===== config.mk =====
export PLATFORM = sky130hd
export DESIGN_NAME = dot_matrix_scanner
export DESIGN_NICKNAME = d
export VERILOG_FILES = /design/src/rtl/dot_matrix_pkg.sv /design/src/rtl/dot_matrix_scanner_tick_gen.sv /design/src/rtl/dot_matrix_scanner.sv
export SDC_FILE = /design/constraint.sdc
export NUM_CORES = 1
export LEC_CHECK = 0
export ABC_AREA = 1
export BUFFER_PORTS_ARGS = -buffer_cell sky130_fd_sc_hd__buf_2
export CAP_MARGIN = 20
export CORE_MARGIN = 5
export CORE_UTILIZATION = 48
export DETAILED_ROUTE_END_ITERATION = 12
export GPL_TIMING_DRIVEN = 1
export PLACE_DENSITY = 0.76
export SYNTH_ARGS = -nofsm -noshare
export SYNTH_HDL_FRONTEND = slang
export SYNTH_SLANG_ARGS = --single-unit
export TNS_END_PERCENT = 10

===== constraint.sdc =====
create_clock -name clk -period 1.7 [get_ports clk]
set_input_delay 0.17 -clock clk [delete_from_list [all_inputs] [get_ports clk]]
set_output_delay 0.17 -clock clk [all_outputs]
set_load 0.005 [all_outputs]

===== src/rtl/dot_matrix_pkg.sv =====
// Shared constants and scanner state encoding for the 16x16 dot matrix driver.
package dot_matrix_pkg;

  localparam int DM_ROWS  = 16;
  localparam int DM_COLS  = 16;
  localparam int DM_ROW_W = 4;

  typedef enum logic [1:0] {
    IDLE  = 2'd0,
    BLANK = 2'd1,
    SHOW  = 2'd2
  } scan_state_e;

  // One-hot row select for a binary row index.
  function automatic logic [DM_ROWS-1:0] row_onehot(input logic [DM_ROW_W-1:0] idx);
    logic [DM_ROWS-1:0] r;
    r      = '0;
    r[idx] = 1'b1;
    return r;
  endfunction

endpackage


===== src/rtl/dot_matrix_scanner_tick_gen.sv =====
// Scan tick prescaler: one-clk tick every DIV clks while run is high.
// The count is forced to zero whenever run is low, so every run period
// starts with a full DIV-clk interval before the first tick.
module tick_gen #(
  parameter int DIV = 4
) (
  input  logic clk,
  input  logic rst_n,
  input  logic run,
  output logic tick
);

  localparam int CW = (DIV > 1) ? $clog2(DIV) : 1;

  logic [CW-1:0] cnt_q;

  assign tick = run && (cnt_q == CW'(DIV - 1));

  // Prescaler: clear when stopped, wrap on tick, otherwise count up.
  always_ff @(posedge clk or negedge rst_n) begin
    if (!rst_n) begin
      cnt_q <= '0;
    end else if (!run || tick) begin
      cnt_q <= '0;
    end else begin
      cnt_q <= cnt_q + CW'(1);
    end
  end

endmodule


===== src/rtl/dot_matrix_scanner.sv =====
// Sequential scan driver for a 16x16 LED dot matrix.
// Steps row_bin through the pattern ROM, captures the returned column word at
// the end of each blanking gap, then lights that row for SHOW_TICKS ticks.
// Optional build macro DOT_MATRIX_SCANNER_DIM_EN adds a dim[1:0] input that
// shortens the part of SHOW during which the columns are driven.
// Interface: en is a level enable; dropping it returns to IDLE on the next clk
// with all outputs cleared, and re-enabling always restarts at row 0.
module dot_matrix_scanner
  import dot_matrix_pkg::*;
#(
  parameter int DIV         = 4,
  parameter int BLANK_TICKS = 1,
  parameter int SHOW_TICKS  = 4
) (
  input  logic                clk,
  input  logic                rst_n,
  input  logic                en,
`ifdef DOT_MATRIX_SCANNER_DIM_EN
  input  logic [1:0]          dim,
`endif
  input  logic [DM_COLS-1:0]  col_in,
  output logic [DM_ROW_W-1:0] row_bin,
  output logic [DM_ROWS-1:0]  row,
  output logic [DM_COLS-1:0]  col,
  output logic                frame_done
);

  localparam int MAX_T = (BLANK_TICKS > SHOW_TICKS) ? BLANK_TICKS : SHOW_TICKS;
  localparam int PH_W  = (MAX_T > 1) ? $clog2(MAX_T) : 1;

  scan_state_e         state_q, state_d;
  logic [PH_W-1:0]     phase_q, phase_d;
  logic [DM_ROW_W-1:0] row_bin_q, row_bin_d;
  logic [DM_ROWS-1:0]  row_q, row_d;
  logic [DM_COLS-1:0]  col_q, col_d;
  logic [DM_COLS-1:0]  cap_q, cap_d;
  logic                frame_done_q, frame_done_d;
  logic [31:0]         show_lim;
  logic                run;
  logic                tick;

  // Prescaler only runs while actively scanning.
  assign run = en && (state_q != IDLE);

  tick_gen #(
    .DIV (DIV)
  ) u_tick_gen (
    .clk   (clk),
    .rst_n (rst_n),
    .run   (run),
    .tick  (tick)
  );

  // FSM state register.
  always_ff @(posedge clk or negedge rst_n) begin
    if (!rst_n) begin
      state_q <= IDLE;
    end else begin
      state_q <= state_d;
    end
  end

  // Datapath registers: phase counter, row index, captured word and outputs.
  always_ff @(posedge clk or negedge rst_n) begin
    if (!rst_n) begin
      phase_q      <= '0;
      row_bin_q    <= '0;
      row_q        <= '0;
      col_q        <= '0;
      cap_q        <= '0;
      frame_done_q <= 1'b0;
    end else begin
      phase_q      <= phase_d;
      row_bin_q    <= row_bin_d;
      row_q        <= row_d;
      col_q        <= col_d;
      cap_q        <= cap_d;
      frame_done_q <= frame_done_d;
    end
  end

  // Next-state and next-output logic; col is derived from the next state so
  // the column register never holds data outside SHOW.
  always_comb begin
    state_d      = state_q;
    phase_d      = phase_q;
    row_bin_d    = row_bin_q;
    row_d        = row_q;
    cap_d        = cap_q;
    frame_done_d = 1'b0;
    col_d        = '0;
`ifdef DOT_MATRIX_SCANNER_DIM_EN
    show_lim     = 32'(SHOW_TICKS) >> dim;
`else
    show_lim     = 32'(SHOW_TICKS);
`endif

    if (!en) begin
      state_d   = IDLE;
      phase_d   = '0;
      row_bin_d = '0;
      row_d     = '0;
    end else begin
      unique case (state_q)
        IDLE: begin
          state_d   = BLANK;
          phase_d   = '0;
          row_bin_d = '0;
          row_d     = '0;
        end
        BLANK: begin
          row_d = '0;
          if (tick) begin
            if (phase_q == PH_W'(BLANK_TICKS - 1)) begin
              // ROM output has been stable for the whole gap; capture it.
              cap_d   = col_in;
              row_d   = row_onehot(row_bin_q);
              phase_d = '0;
              state_d = SHOW;
            end else begin
              phase_d = phase_q + PH_W'(1);
            end
          end
        end
        SHOW: begin
          if (tick) begin
            if (phase_q == PH_W'(SHOW_TICKS - 1)) begin
              row_d        = '0;
              phase_d      = '0;
              row_bin_d    = row_bin_q + DM_ROW_W'(1);
              state_d      = BLANK;
              frame_done_d = (row_bin_q == DM_ROW_W'(DM_ROWS - 1));
            end else begin
              phase_d = phase_q + PH_W'(1);
            end
          end
        end
        default: begin
          state_d   = IDLE;
          phase_d   = '0;
          row_bin_d = '0;
          row_d     = '0;
        end
      endcase
    end

    if ((state_d == SHOW) && (32'(phase_d) < show_lim)) begin
      col_d = cap_d;
    end
  end

  assign row_bin    = row_bin_q;
  assign row        = row_q;
  assign col        = col_q;
  assign frame_done = frame_done_q;

endmodule

=== Word level (Yosys, flattened, before mapping) ===
Cells that the tools add are included.

* Flip-flop bits (word level): 59
* Input port bits: 19
* Output and inout port bits: 37

* Add/subtract/negate cells: 3
* Magnitude comparators: 2
* Equality and inequality tests: 10
* Muxes and demuxes: 34
* Reduce and logical (&&, ||, !) cells: 11

{| class="wikitable"
|+ Operators by type and width
! operator !! count
|-
| 16-bit 2-to-1 mux || 10
|-
| 16-bit one-hot mux with 2 select lines || 1
|-
| 2-bit 2-to-1 mux || 11
|-
| 4-bit 2-to-1 mux || 3
|-
| 2-bit equality test, second input constant || 4
|-
| 4-bit one-hot mux with 2 select lines || 1
|-
| 3-bit by 2-bit inequality test with 1-bit output, second input constant || 2
|-
| 2-bit one-hot mux with 3 select lines || 1
|-
| 4-bit by 5-bit < comparator with 1-bit output, second input constant || 1
|-
| 1-bit 2-to-1 mux || 5
|-
| 2-bit by 1-bit adder with 2-bit output, second input constant || 2
|-
| 4-bit by 1-bit adder with 4-bit output, second input constant || 1
|-
| 1-bit demux with 4-bit select || 1
|-
| 4-bit equality test, second input constant || 1
|-
| 4-bit by 1-bit greater-or-equal comparator with 1-bit output, second input constant || 1
|-
| 2-bit zero test || 2
|-
| 2-bit one-hot mux with 2 select lines || 1
|-
| 2-bit AND reduction || 2
|-
| 1-bit logical AND || 3
|-
| 3-bit inequality test, second input constant || 1
|-
| 3-bit AND reduction || 1
|-
| 2-bit by 1-bit equality test with 1-bit output, second input constant || 1
|-
| 2-bit inequality test, second input constant || 1
|-
| 2-bit nonzero test || 1
|-
| 2 further kinds || 2
|}

=== Logic depth before layout (Yosys ltp) ===
Gate-level depths: netlist (run 1).

* Depth in word-level cells: 8
* Mapped depth: 10
* Mapped depth without buffers: 9

=== Modules after synthesis ===
Synthesis (run 1) repeated with hierarchy kept, for this count alone.

* Cell total of the unflattened synthesis: 267
* Area, all modules: 2557.5 sq um

{| class="wikitable"
|+ Modules (own cells, without submodules)
! module !! instances !! cells an instance !! area each (sq um)
|-
| dot_matrix_scanner || 1 || 257 || 2468.6
|-
| tick_gen || 1 || 10 || 88.8
|}

=== Worst setup path before layout (run 1) ===
No wires, ideal clock.

* Path kind: reg2reg
* From: register state_q[0]
* To: register col_q[10] (netlist: col[10])
* Setup time: 122 ps
* Arrival: 1480 ps
* Data required time: 1578 ps
* Path slack: 99 ps
* Cell stages (with the launch flop): 10
* Path buffers: 1
* Cell sequence: dfrtp_1 > inv_1 > ha_1 > inv_1 > nand4_2 > nor2_2 > inv_2 > buf_2 > o21ai_1 > nor2_2

* Cells in the longest elaborated chain, start to end: 8

{| class="wikitable"
|+ RTL lines
! what !! line !! RTL
|-
| start: declaration || dot_matrix_scanner.sv:31 || <nowiki>scan_state_e state_q, state_d;</nowiki>
|-
| start signal: assignment || dot_matrix_scanner.sv:59 || <nowiki>state_q <= state_d;</nowiki>
|-
| 2-bit nonzero test || dot_matrix_scanner.sv:43 || <nowiki>assign run = en && (state_q != IDLE);</nowiki>
|-
| 1-bit logical AND || dot_matrix_scanner.sv:43 ||
|-
| 1-bit logical AND || dot_matrix_scanner_tick_gen.sv:17 || <nowiki>assign tick = run && (cnt_q == CW'(DIV - 1));</nowiki>
|-
| 2-bit 2-to-1 mux, on equally long branches || dot_matrix_scanner.sv:126, dot_matrix_scanner.sv:113 ||
|-
| 2-bit one-hot mux with 3 select lines || dot_matrix_scanner.sv:104 || <nowiki>unique case (state_q)</nowiki>
|-
| 2-bit 2-to-1 mux || dot_matrix_scanner.sv:98 || <nowiki>if (!en) begin</nowiki>
|-
| 2-bit equality test || dot_matrix_scanner.sv:147 || <nowiki>if ((state_d == SHOW) && (32'(phase_d) < show_lim)) begin</nowiki>
|-
| 16-bit 2-to-1 mux * || dot_matrix_scanner.sv:147 ||
|-
| via col_d[10] || dot_matrix_scanner.sv:35 || <nowiki>logic [DM_COLS-1:0] col_q, col_d;</nowiki>
|-
| end signal: assignment || dot_matrix_scanner.sv:76 || <nowiki>col_q <= col_d;</nowiki>
|-
| end: declaration || dot_matrix_scanner.sv:35 ||
|}

Mark *: on every way through the listed nets, which the timed path passes. The rest lies on a longest branch.
A chain may end at the register's enable or synchronous reset.

=== Worst setup path in the final report (run 1) ===
* From: register state_q[0]
* To: register cap_q[14]

* Cells in the longest elaborated chain, start to end: 6

{| class="wikitable"
|+ RTL lines
! what !! line !! RTL
|-
| 2-bit nonzero test || dot_matrix_scanner.sv:43 ||
|-
| 1-bit logical AND || dot_matrix_scanner.sv:43 ||
|-
| 1-bit logical AND || dot_matrix_scanner_tick_gen.sv:17 ||
|-
| 16-bit 2-to-1 mux || dot_matrix_scanner.sv:113 || <nowiki>if (tick) begin</nowiki>
|-
| 16-bit 2-to-1 mux * || dot_matrix_scanner.sv:104 ||
|-
| 16-bit 2-to-1 mux * || dot_matrix_scanner.sv:98 ||
|-
| via cap_d[14] || dot_matrix_scanner.sv:36 || <nowiki>logic [DM_COLS-1:0] cap_q, cap_d;</nowiki>
|-
| end signal: assignment || dot_matrix_scanner.sv:77 || <nowiki>cap_q <= cap_d;</nowiki>
|-
| end: declaration || dot_matrix_scanner.sv:36 ||
|}

Marks and branches as above.

==> metrics, run 1 <==
Initial Util=49.6%; register area=1480 um^2; Tcrit/Tclk final=99.9%; Die Wd=roughly 83 um; area of the multi-input gates=1010 um^2; Final Setup Violations=0; relative slew slack=65.8%; # placed instances=390; TritonCTS clock tree=built; DP Area=2890 um^2; Root Driver=clkbuf_8; Tightest Pin Transition=between 500 and 600 ps; reg2reg setup slack=2 ps; clock latency on the worst-skew pair=330 ps; synth unique cells=25; fillers=409; final instance area=3400 um^2; initial antenna violation count=0; number of global-route vias before repair=1,955; pre-CTS setup slack=-84.3 ps; remaining antenna violation count after routing=0; die area=6860 um^2; CTS Buf Count=9; hold depth=3; dominant cell type by area after synthesis=dfrtp_1; core area=5140 um^2; CP max FO=16; final WL=5510 um; Hold WC Path Type=in -> reg; FP Rows=26; Syn. warnings=0; delay-heaviest family, CP=buffers and inverters; nets=approximately 370; First-pass DRT Iterations=4; register area share after synthesis=58.0%; # IOs=56; CP Class=reg -> reg; Finished Layout Cells=417; largest net degree at the start of global routing=39; CTS Sinks=59; DR WL/cell=roughly 13 um; Buffers on Ports=55; clk_skew=10.1 ps; Worst setup EP type=register; DP HPWL=approximately 3400 um; depth of the worst register-to-register path=9; crit path buf inv count=5; Initial DRC Count=124; Global Route Usage Sum=15.8%; worst path cell trace=inv_2 -> ha_4 -> inv_4 -> nand4_4 -> nor2_4 -> buf_6 -> clkinv_8 -> o21ai_1 -> inv_1; Synth Net Count=301; syn avg cell area=9.43 um^2; Final Wtd Congestion=0.834; leak pwr=1.75 nW; Final Hold Fails=0; power density over the cells=860 nW/um^2; Fin Hold WS=68.2 ps; flops & latches, synth=59; Slew Limit Fails=0; Synth Instances=270; final worst slack=1.98 ps; status=completed; Peak Freq=0.589 GHz; crit-path max cell delay=420 ps; Post-route DRC=0; Die H=82.9 um; Crit path depth=9; H-tree Lvls=3; Tmin final=1700 ps; P&R area growth vs syn=33.5%; startpoint types=register; RSZ-0062 raised after global routing=yes; vias=2,007; diode count=0; slowest CP cell=dfrtp_1; Max VDD drop=0.616 mV; maximum clock path buffer count=2; grt total ovfl=0; vias per cell=between 4 and 5; Worst-path clk slew=60 ps; share of layout cells above drive strength 1=38.3%; first-pass GRT wire length=just under 9000 um; Worst EP arrival=1910 ps; mapped cell area=2550 um^2; post-synth top area share=approximately 58%; largest cells by area after synthesis=dfrtp_1 (58%), nand2_1 (7.8%), inv_1 (6.9%); Max-cap violations=0; CP required=1910 ps
==> routing by layer <==
metal	vias to the layer above	wire length [um]	GRT usage, %
met3	6	282	5.84
met2	46	2790	25.9
met1	969	2380	19.0
li1	986	-	-
met5	-	0	0
met4	0	65	6.09
==> report_power, final <==
part | switching [mW] | internal (mW)
clock | 0.540 | 0.821
sequential | 0.00483 | 1.41
combinational | 0.0924 | 0.0531
total | 0.637 | 2.29
==> layout make-up <==
cell class	instances	share of cell area, %
Timing Repair inverter	1	0.258
Sequential cell	59	43.4
Multi-Input combinational cell	154	29.8
Inverter	51	6.22
Clock buffer	11	3.86
Timing Repair Buffer	66	11.6
Clock inverter	5	2.28
Tap cell	70	2.58
==> timing repair <==
action	4_1_cts	5_1_grt
setup endpoints to repair	33	52
hold buffers	1	0
resized for setup	4	49
endpoints found under the hold margin	21	0
gates cloned	0	2
pin swaps	0	10
buffers inserted	0	8
==> final timing paths <==
check | startpoint | endpoint
max in group asynchronous | rst_n | col[9]
min in group asynchronous | rst_n | row[8]
setup / recovery | state_q[0] | cap_q[14]
hold / removal | col_in[1] | cap_q[1]
setup reg to reg | state_q[0] | cap_q[14]
hold reg to reg | u_tick_gen.cnt_q[0] | u_tick_gen.cnt_q[0]
==> layout by cell type (no fill, tap or decap), types with 3 or more instances in the layout <==
master,n
buf_2,55
buf_4,6
clkbuf_8,9
dfrtp_1,59
ha_1,7
ha_4,3
inv_1,45
inv_4,3
nand2_1,50
nand2_2,4
nand3_1,7
nand4_1,4
nor2_1,8
nor2_2,12
nor2_4,9
o21ai_0,5
o21ai_1,20
o21ai_2,13
==> state kept, by name, indices dropped and copies added (netlist names) <==
name and flops:
row 16, frame_done 1, state_q 2, row_bin 4, u_tick_gen.cnt_q 2, cap_q 16
phase_q 2, col 16
==> kinds of logic (layout without fill, tap and decap cells) <==
family / count (synthesis) / in the layout / share of synthesized area, %
simple gates: 99 / 100 / 18.3
fa+ha+maj: 12 / 12 / 5.89
flops: 59 / 59 / 58.0
buf+inv: 58 / 134 / 9.43
compound gates: 42 / 42 / 8.45
==> synth_stat cells, drive strengths merged <==
master  number
dfrtp       59
nand2       55
inv         50
o21ai       38
nor2        29
ha          12
nand3        7
buf          6
nand4        5
a21oi        2
o31ai        2
clkbuf       1
clkinv       1
nand3b       1
nor4         1
or2          1
==> tightest hold or removal path: stages <==
cell and delay, ps:
buf_2 90, o21ai_2 60, inv_1 40
==> through the flow <==
step	utilization, %	TNS [ps]	power (mW)
floorplan	-	0	1.49
global placement	56.3	0	1.55
detailed placement	56.3	-1890	1.55
CTS	60.9	-6.82	2.93
global route	66.2	-907	3.05
finish	66.2	0	2.92
No activity file was read; power rests on OpenSTA's default activity.
==> run 2, diff against run 1 <==
RECOVER_POWER = 50   (was default)
==> metrics, run 2 (synthesized netlist as in run 1, its figures left out) <==
maximum clock path buffer count=2 (unchanged); Max VDD drop=0.623 mV (was 0.616 mV); startpoint types=register (unchanged); diode count=0 (unchanged); Worst R2R End=cap_q[14] (unchanged); RSZ-0062 raised after global routing=yes (unchanged); Worst setup EP type=register (unchanged); Final Hold Fails=0 (unchanged); Root Driver=clkbuf_8 (unchanged); vias per cell=4.78 (was 4.81); Slew Limit Fails=0 (unchanged); # IOs=56 (unchanged); Tmin final=1700 ps (about the same); TritonCTS clock tree=built (unchanged); First-pass DRT Iterations=4 (unchanged); core area=5140 um^2 (unchanged); first-pass GRT wire length=8800 um (unchanged); final WL=5490 um (was 5510 um); hold depth=3 (unchanged); most common cell after layout, fill and taps aside=dfrtp_1 (unchanged); P&R area growth vs syn=32.5% (was 33.5%); Tcrit/Tclk final=99.8% (was 99.9%); grt total ovfl=0 (unchanged); Die Wd=82.9 um (unchanged); CP max FO=16 (unchanged); reg2reg setup slack=3 ps (was 2 ps); nets=373 (unchanged); DP HPWL=3440 um (unchanged); Initial DRC Count=109 (was 124); H-tree Lvls=3 (unchanged); remaining antenna violation count after routing=0 (unchanged); FP Rows=26 (unchanged); share of power burned in registers=48.5% (about the same); Die H=82.9 um (unchanged); Buffers on Ports=55 (unchanged); die area=6860 um^2 (unchanged); relative slew slack=64.5% (was 65.8%); CP Class=reg -> reg (unchanged); hold_sp=col_in[1] (unchanged); power density over the cells=865 nW/um^2 (was 860 nW/um^2); Post-route DRC=0 (unchanged); Finished Layout Cells=417 (unchanged); largest net degree at the start of global routing=39 (unchanged); total power=2.92 mW (about the same); Worst-path clk slew=60 ps (about the same); DR WL/cell=13.2 um (about the same); Hold WC Path Type=in -> reg (unchanged); depth of the worst register-to-register path=9 (unchanged); Net Sw Power=0.636 mW (was 0.637 mW); clk_skew=10.9 ps (was 10.1 ps); CTS Sinks=59 (unchanged); R2R Path Start=state_q[0] (unchanged); Global Route Usage Sum=15.8% (unchanged); initial antenna violation count=0 (unchanged); Worst EP arrival=1910 ps (about the same); Initial Util=49.6% (unchanged); clock share of power=46.6% (about the same); CTS Buf Count=9 (unchanged); Int Pwr=2.28 mW (was 2.29 mW); leak pwr=1.70 nW (was 1.75 nW); vias=1,992 (was 2,007); clock latency on the worst-skew pair=340 ps (was 330 ps); most frequent cells in the layout=dfrtp_1 (59), nand2_1 (50), inv_1 (45), buf_2 (43), o21ai_1 (20) (was dfrtp_1 (59), buf_2 (55), nand2_1 (50), inv_1 (45), o21ai_1 (20)); Final Wtd Congestion=0.834 (unchanged); Tightest Pin Transition=533 ps (was 513 ps); Switching Share=21.8% (about the same); status=completed (unchanged); hold endpoint=cap_q[1] (unchanged); Peak Freq=0.589 GHz (about the same); CP required=1910 ps (about the same); # placed instances=390 (unchanged); Max-cap violations=0 (unchanged); Finished Core Util=65.7% (was 66.2%); number of global-route vias before repair=1,955 (unchanged); share of layout cells above drive strength 1=35.2% (was 38.3%); Final Setup Violations=0 (unchanged); Comb power frac=4.8% (was 5.0%)
-- run 2: changes by cell type in the layout (fill, tap and decap cells not counted), sizes merged --
cell	before	now
clkbuf	11	24
buf	65	52
-- run 2: routing by layer --
layer	share of wire, %	track usage (%)
met1	43	19.0
met3	4.8	5.84
met4	1.3	6.09
met5	0	0
met2	51	25.9
-- run 2: how the worst max path moves through the flow --
| stage | startpoint | end | slack (ps) | cells after the start |
|---|---|---|---|---|
| 2_1_floorplan | state_q[0] | col[10] | 100 | 9 |
| 3_3_place_gp | state_q[0] | col[10] | 4 | 8 |
| 3_5_place_dp | state_q[0] | cap_q[12] | -80 | 8 |
| 4_1_cts | state_q[0] | row_bin[0] | -4 | 8 |
| 5_1_grt | state_q[0] | cap_q[14] | -90 | 9 |
| 6_report | state_q[0] | cap_q[14] | 3 | 9 |
-- run 2: layout make-up --
class | instances | area (um^2)
Clock buffer | 11 | 131
Clock inverter | 5 | 77.6
Fill cell | 413 | 1770
Inverter | 51 | 211
Multi-Input combinational cell | 154 | 1010
Sequential cell | 59 | 1480
Tap cell | 70 | 87.6
Timing Repair Buffer | 66 | 367
Timing Repair inverter | 1 | 8.76
-- run 2: per-stage QoR --
stage,setup WS (ps),TNS [ps],instance area [um^2],hold WS [ps]
floorplan,98.6,0,2550,-126
global placement,3.77,0,2890,176
detailed placement,-84.3,-1890,2890,178
CTS,-4.41,-6.82,3130,51.4
global route,-92.6,-907,3370,62.7
finish,3.18,0,3370,66.9
-- run 2: repair_timing --
| item | in CTS | in global routing |
|---|---|---|
| setup endpoints to repair | 33 | 52 |
| hold buffers | 1 | 0 |
| setup buffers | 0 | 8 |
| gates resized for setup | 4 | 49 |
| pin swaps | 0 | 10 |
| endpoints found under the hold margin | 21 | 0 |
| gates cloned | 0 | 2 |
-- run 2: power groups by stage --
stage	logic, mW	registers [mW]	clock network, mW
2_1_floorplan	0.0488	1.44	0
3_3_place_gp	0.108	1.44	0
3_5_place_dp	0.109	1.44	0
4_1_cts	0.117	1.42	1.39
5_1_grt	0.158	1.42	1.48
6_report	0.141	1.42	1.36
-- run 2: worst max-delay path, cell delays in order (launching register included) --
cell and delay, ps:
dfrtp_1 420, inv_2 90, ha_4 180, inv_4 70
nand4_4 90, nor2_4 180, buf_6 160, clkinv_8 100
o21ai_1 210, inv_1 70
==> run 3, diff against run 2 <==
ABC_AREA = 0   (was 1)
CORE_UTILIZATION = 49   (was 48)
PLACE_DENSITY = 0.77   (was 0.76)
==> metrics, run 3 <==
P&R area growth vs syn=42.9% (was 32.5%); syn avg cell area=11.6 um^2 (was 9.43 um^2); Final Setup Violations=20 (was 0); Worst R2R End=col[3] (was cap_q[14]); final WL=6990 um (was 5490 um); H-tree Lvls=3 (unchanged); Post-synth EDFFs=0 (unchanged); diode count=0 (unchanged); share of layout cells above drive strength 1=47.6% (was 35.2%); most common cell after layout, fill and taps aside=dfrtp_1 (unchanged); reg2reg setup slack=-150 ps (was 3 ps); Worst EP arrival=2070 ps (was 1910 ps); vias=2,323 (was 1,992); crit path buf inv count=1 (was 5); CP required=1920 ps (was 1910 ps); CTS Sinks=59 (unchanged); depth of the worst register-to-register path=5 (was 9); most frequent cells in the layout=dfrtp_1 (59), buf_2 (55), buf_4 (42), nand2_1 (22), nand3_1 (21) (was dfrtp_1 (59), nand2_1 (50), inv_1 (45), buf_2 (43), o21ai_1 (20)); initial antenna violation count=0 (unchanged); Tightest Pin Transition=786 ps (was 533 ps); Initial Util=49.5% (was 49.6%); Worst-path clk slew=70 ps (was 60 ps); CP max FO=17 (was 16); clock latency on the worst-skew pair=340 ps (about the same); hold endpoint=cap_q[2] (was cap_q[1]); final worst slack=-148 ps (was 3.18 ps); mapped cell area=2680 um^2 (was 2550 um^2); Switching Share=24.4% (was 21.8%); FP Rows=27 (was 26); Global Route Usage Sum=20.5% (was 15.8%); R2R Path Start=state_q[0] (unchanged); RSZ-0062 raised after global routing=yes (unchanged); power density over the cells=752 nW/um^2 (was 865 nW/um^2); die area=7040 um^2 (was 6860 um^2); Tmin final=1850 ps (was 1700 ps); vias per cell=5.64 (was 4.78); hold_sp=col_in[2] (was col_in[1]); First-pass DRT Iterations=4 (unchanged); Initial DRC Count=141 (was 109); slowest CP cell=dfrtp_1 (unchanged); crit-path max cell delay=430 ps (was 420 ps); Max VDD drop=0.563 mV (was 0.623 mV); Int Pwr=2.17 mW (was 2.28 mW); Buffers on Ports=55 (unchanged); prevailing post-synth register cell=dfrtp_1 (unchanged); grt total ovfl=0 (unchanged); DP Area=3410 um^2 (was 2890 um^2); remaining antenna violation count after routing=0 (unchanged); share of power burned in registers=49.3% (was 48.5%); Fin Hold WS=112 ps (was 66.9 ps); top-count cell post-synth=dfrtp_1 (unchanged); startpoint types=register (unchanged); CTS Buf Count=9 (unchanged); first-pass GRT wire length=11,500 um (was 8800 um); nets=366 (was 373); final instance area=3830 um^2 (was 3370 um^2); Comb power frac=7.9% (was 4.8%); core area=5410 um^2 (was 5140 um^2); Synth Instances=231 (was 270); leak pwr=1.83 nW (was 1.70 nW); DP HPWL=4410 um (was 3440 um); register area share after synthesis=55.1% (was 58.0%); flops & latches, synth=59 (unchanged); Finished Layout Cells=412 (was 417); Peak Freq=0.541 GHz (was 0.589 GHz); Max-cap violations=0 (unchanged); dominant cell type by area after synthesis=dfrtp_1 (unchanged); synth unique cells=40 (was 25); Worst setup EP type=register (unchanged); largest cells by area after synthesis=dfrtp_1 (55%), ha_1 (5.6%), o2bb2ai_1 (5.2%) (was dfrtp_1 (58%), nand2_1 (7.8%), inv_1 (6.9%)); relative slew slack=47.6% (was 64.5%); hold depth=3 (unchanged); # placed instances=392 (was 390); worst path cell trace=ha_2 -> and2_1 -> a221o_1 -> buf_12 -> a2111oi_2 (was inv_2 -> ha_4 -> inv_4 -> nand4_4 -> nor2_4 -> buf_6 -> clkinv_8 -> o21ai_1 -> inv_1); Final Wtd Congestion=0.843 (was 0.834); status=finished with violations (was completed); Die H=83.9 um (was 82.9 um); fillers=368 (was 413); DR WL/cell=17.0 um (was 13.2 um); Async SR Flop Fraction=100% (unchanged); Root Driver=clkbuf_8 (unchanged); CP Class=reg -> reg (unchanged); Syn. warnings=0 (unchanged); Final TNS setup=-1860 ps (was 0 ps); Net Sw Power=0.703 mW (was 0.636 mW); area of the multi-input gates=1300 um^2 (was 1010 um^2); post-synth top area share=55.1% (was 58.0%); delay-heaviest family, CP=compound AO/OA/AOI/OAI gates (was buffers and inverters); Hold WC Path Type=in -> reg (unchanged); Final Hold Fails=0 (unchanged); register area=1480 um^2 (unchanged); clock share of power=42.8% (was 46.6%); TritonCTS clock tree=built (unchanged); clk_skew=10.9 ps (about the same); Slew Limit Fails=0 (unchanged); synth cell count leaders=dfrtp_1 (59), nand2_1 (22), nand3_1 (22), o21ai_0 (22), o2bb2ai_1 (16) (was dfrtp_1 (59), nand2_1 (53), inv_1 (47), o21ai_1 (31), nor2_1 (15)); number of global-route vias before repair=2,334 (was 1,955); maximum clock path buffer count=2 (unchanged); # IOs=56 (unchanged); Post-route DRC=0 (unchanged); Tcrit/Tclk final=109% (was 99.8%); failing checks=setup timing; Synth Net Count=262 (was 301); largest net degree at the start of global routing=60 (was 39); total power=2.88 mW (was 2.92 mW); Die Wd=83.9 um (was 82.9 um)
-- run 3: cell count changes after synthesis, sizes merged, moves of 5 or more --
cell / before / now
o2bb2ai: 0 / 16
nand2: 55 / 22
a2111oi: 0 / 16
nor2: 29 / 3
inv: 50 / 8
clkbuf: 1 / 6
nand3: 7 / 22
o21ai: 38 / 22
-- run 3: per-layer routing --
layer / GRT usage (%) / wire, um / vias to the layer above
li1: - / - / 1078
met1: 26.6 / 2960 / 1179
met2: 32.2 / 3590 / 52
met3: 6.22 / 337 / 14
met4: 8.04 / 99 / 0
met5: 0 / 0 / -
-- run 3: repair_timing --
action / 4_1_cts / 5_1_grt
resized for setup: 15 / 48
hold buffers: 1 / 0
setup endpoints to repair: 40 / 51
endpoints found under the hold margin: 59 / 0
pin swaps: 2 / 7
buffers inserted: 3 / 0
-- run 3: through the flow --
step	setup WS [ps]	util [%]
floorplan	-75.8	-
global placement	-224	63.1
detailed placement	-363	63.1
CTS	-188	68.1
global route	-231	70.8
finish	-148	70.8
-- run 3: area by class of cell --
class | instances | area share [%]
flip-flops and latches | 59 | 38.6
multi-input cells | 149 | 34.0
repair buffers | 108 | 19.5
clock buffers | 11 | 3.43
well taps | 72 | 2.35
clock inverters | 5 | 1.41
inverters | 8 | 0.785
-- run 3: cells by family after synthesis --
group / count (synthesis) / share of synthesized area, %
simple gates: 69 / 13.6
fa+ha+maj: 12 / 5.61
mux: 1 / 0.421
buf+inv: 23 / 4.25
compound gates: 67 / 21.0
flops: 59 / 55.1
-- run 3: worst max path at each step --
stage | from | to | slack [ps] | cells past startpoint
after floorplan | phase_q[1] | col[10] | -80 | 5
after global placement | state_q[0] | col[5] | -220 | 6
after detailed placement | state_q[0] | col[5] | -360 | 6
after CTS | state_q[1] | col[12] | -190 | 7
after global routing | state_q[0] | col[3] | -230 | 5
final | state_q[0] | col[3] | -150 | 5
-- run 3: worst register-to-register path, delay by kind of cell, from the launching register on --
| family | cells | cell delay [ps] |
|---|---|---|
| and+or+nand+nor | 1 | 160 |
| adders and majority gates | 1 | 220 |
| DFF | 1 | 430 |
| buffers and inverters | 1 | 180 |
| AOI/OAI and AO/OA | 2 | 740 |
-- run 3: power by group through the flow --
stage                     registers [mW]  clock network [mW]  logic (mW)
after floorplan                     1.44                   0      0.0816
after global placement              1.44                   0       0.194
after detailed placement            1.44                   0       0.197
after CTS                           1.42                1.25       0.207
after global routing                1.42                1.32       0.250
final                               1.42                1.23       0.228
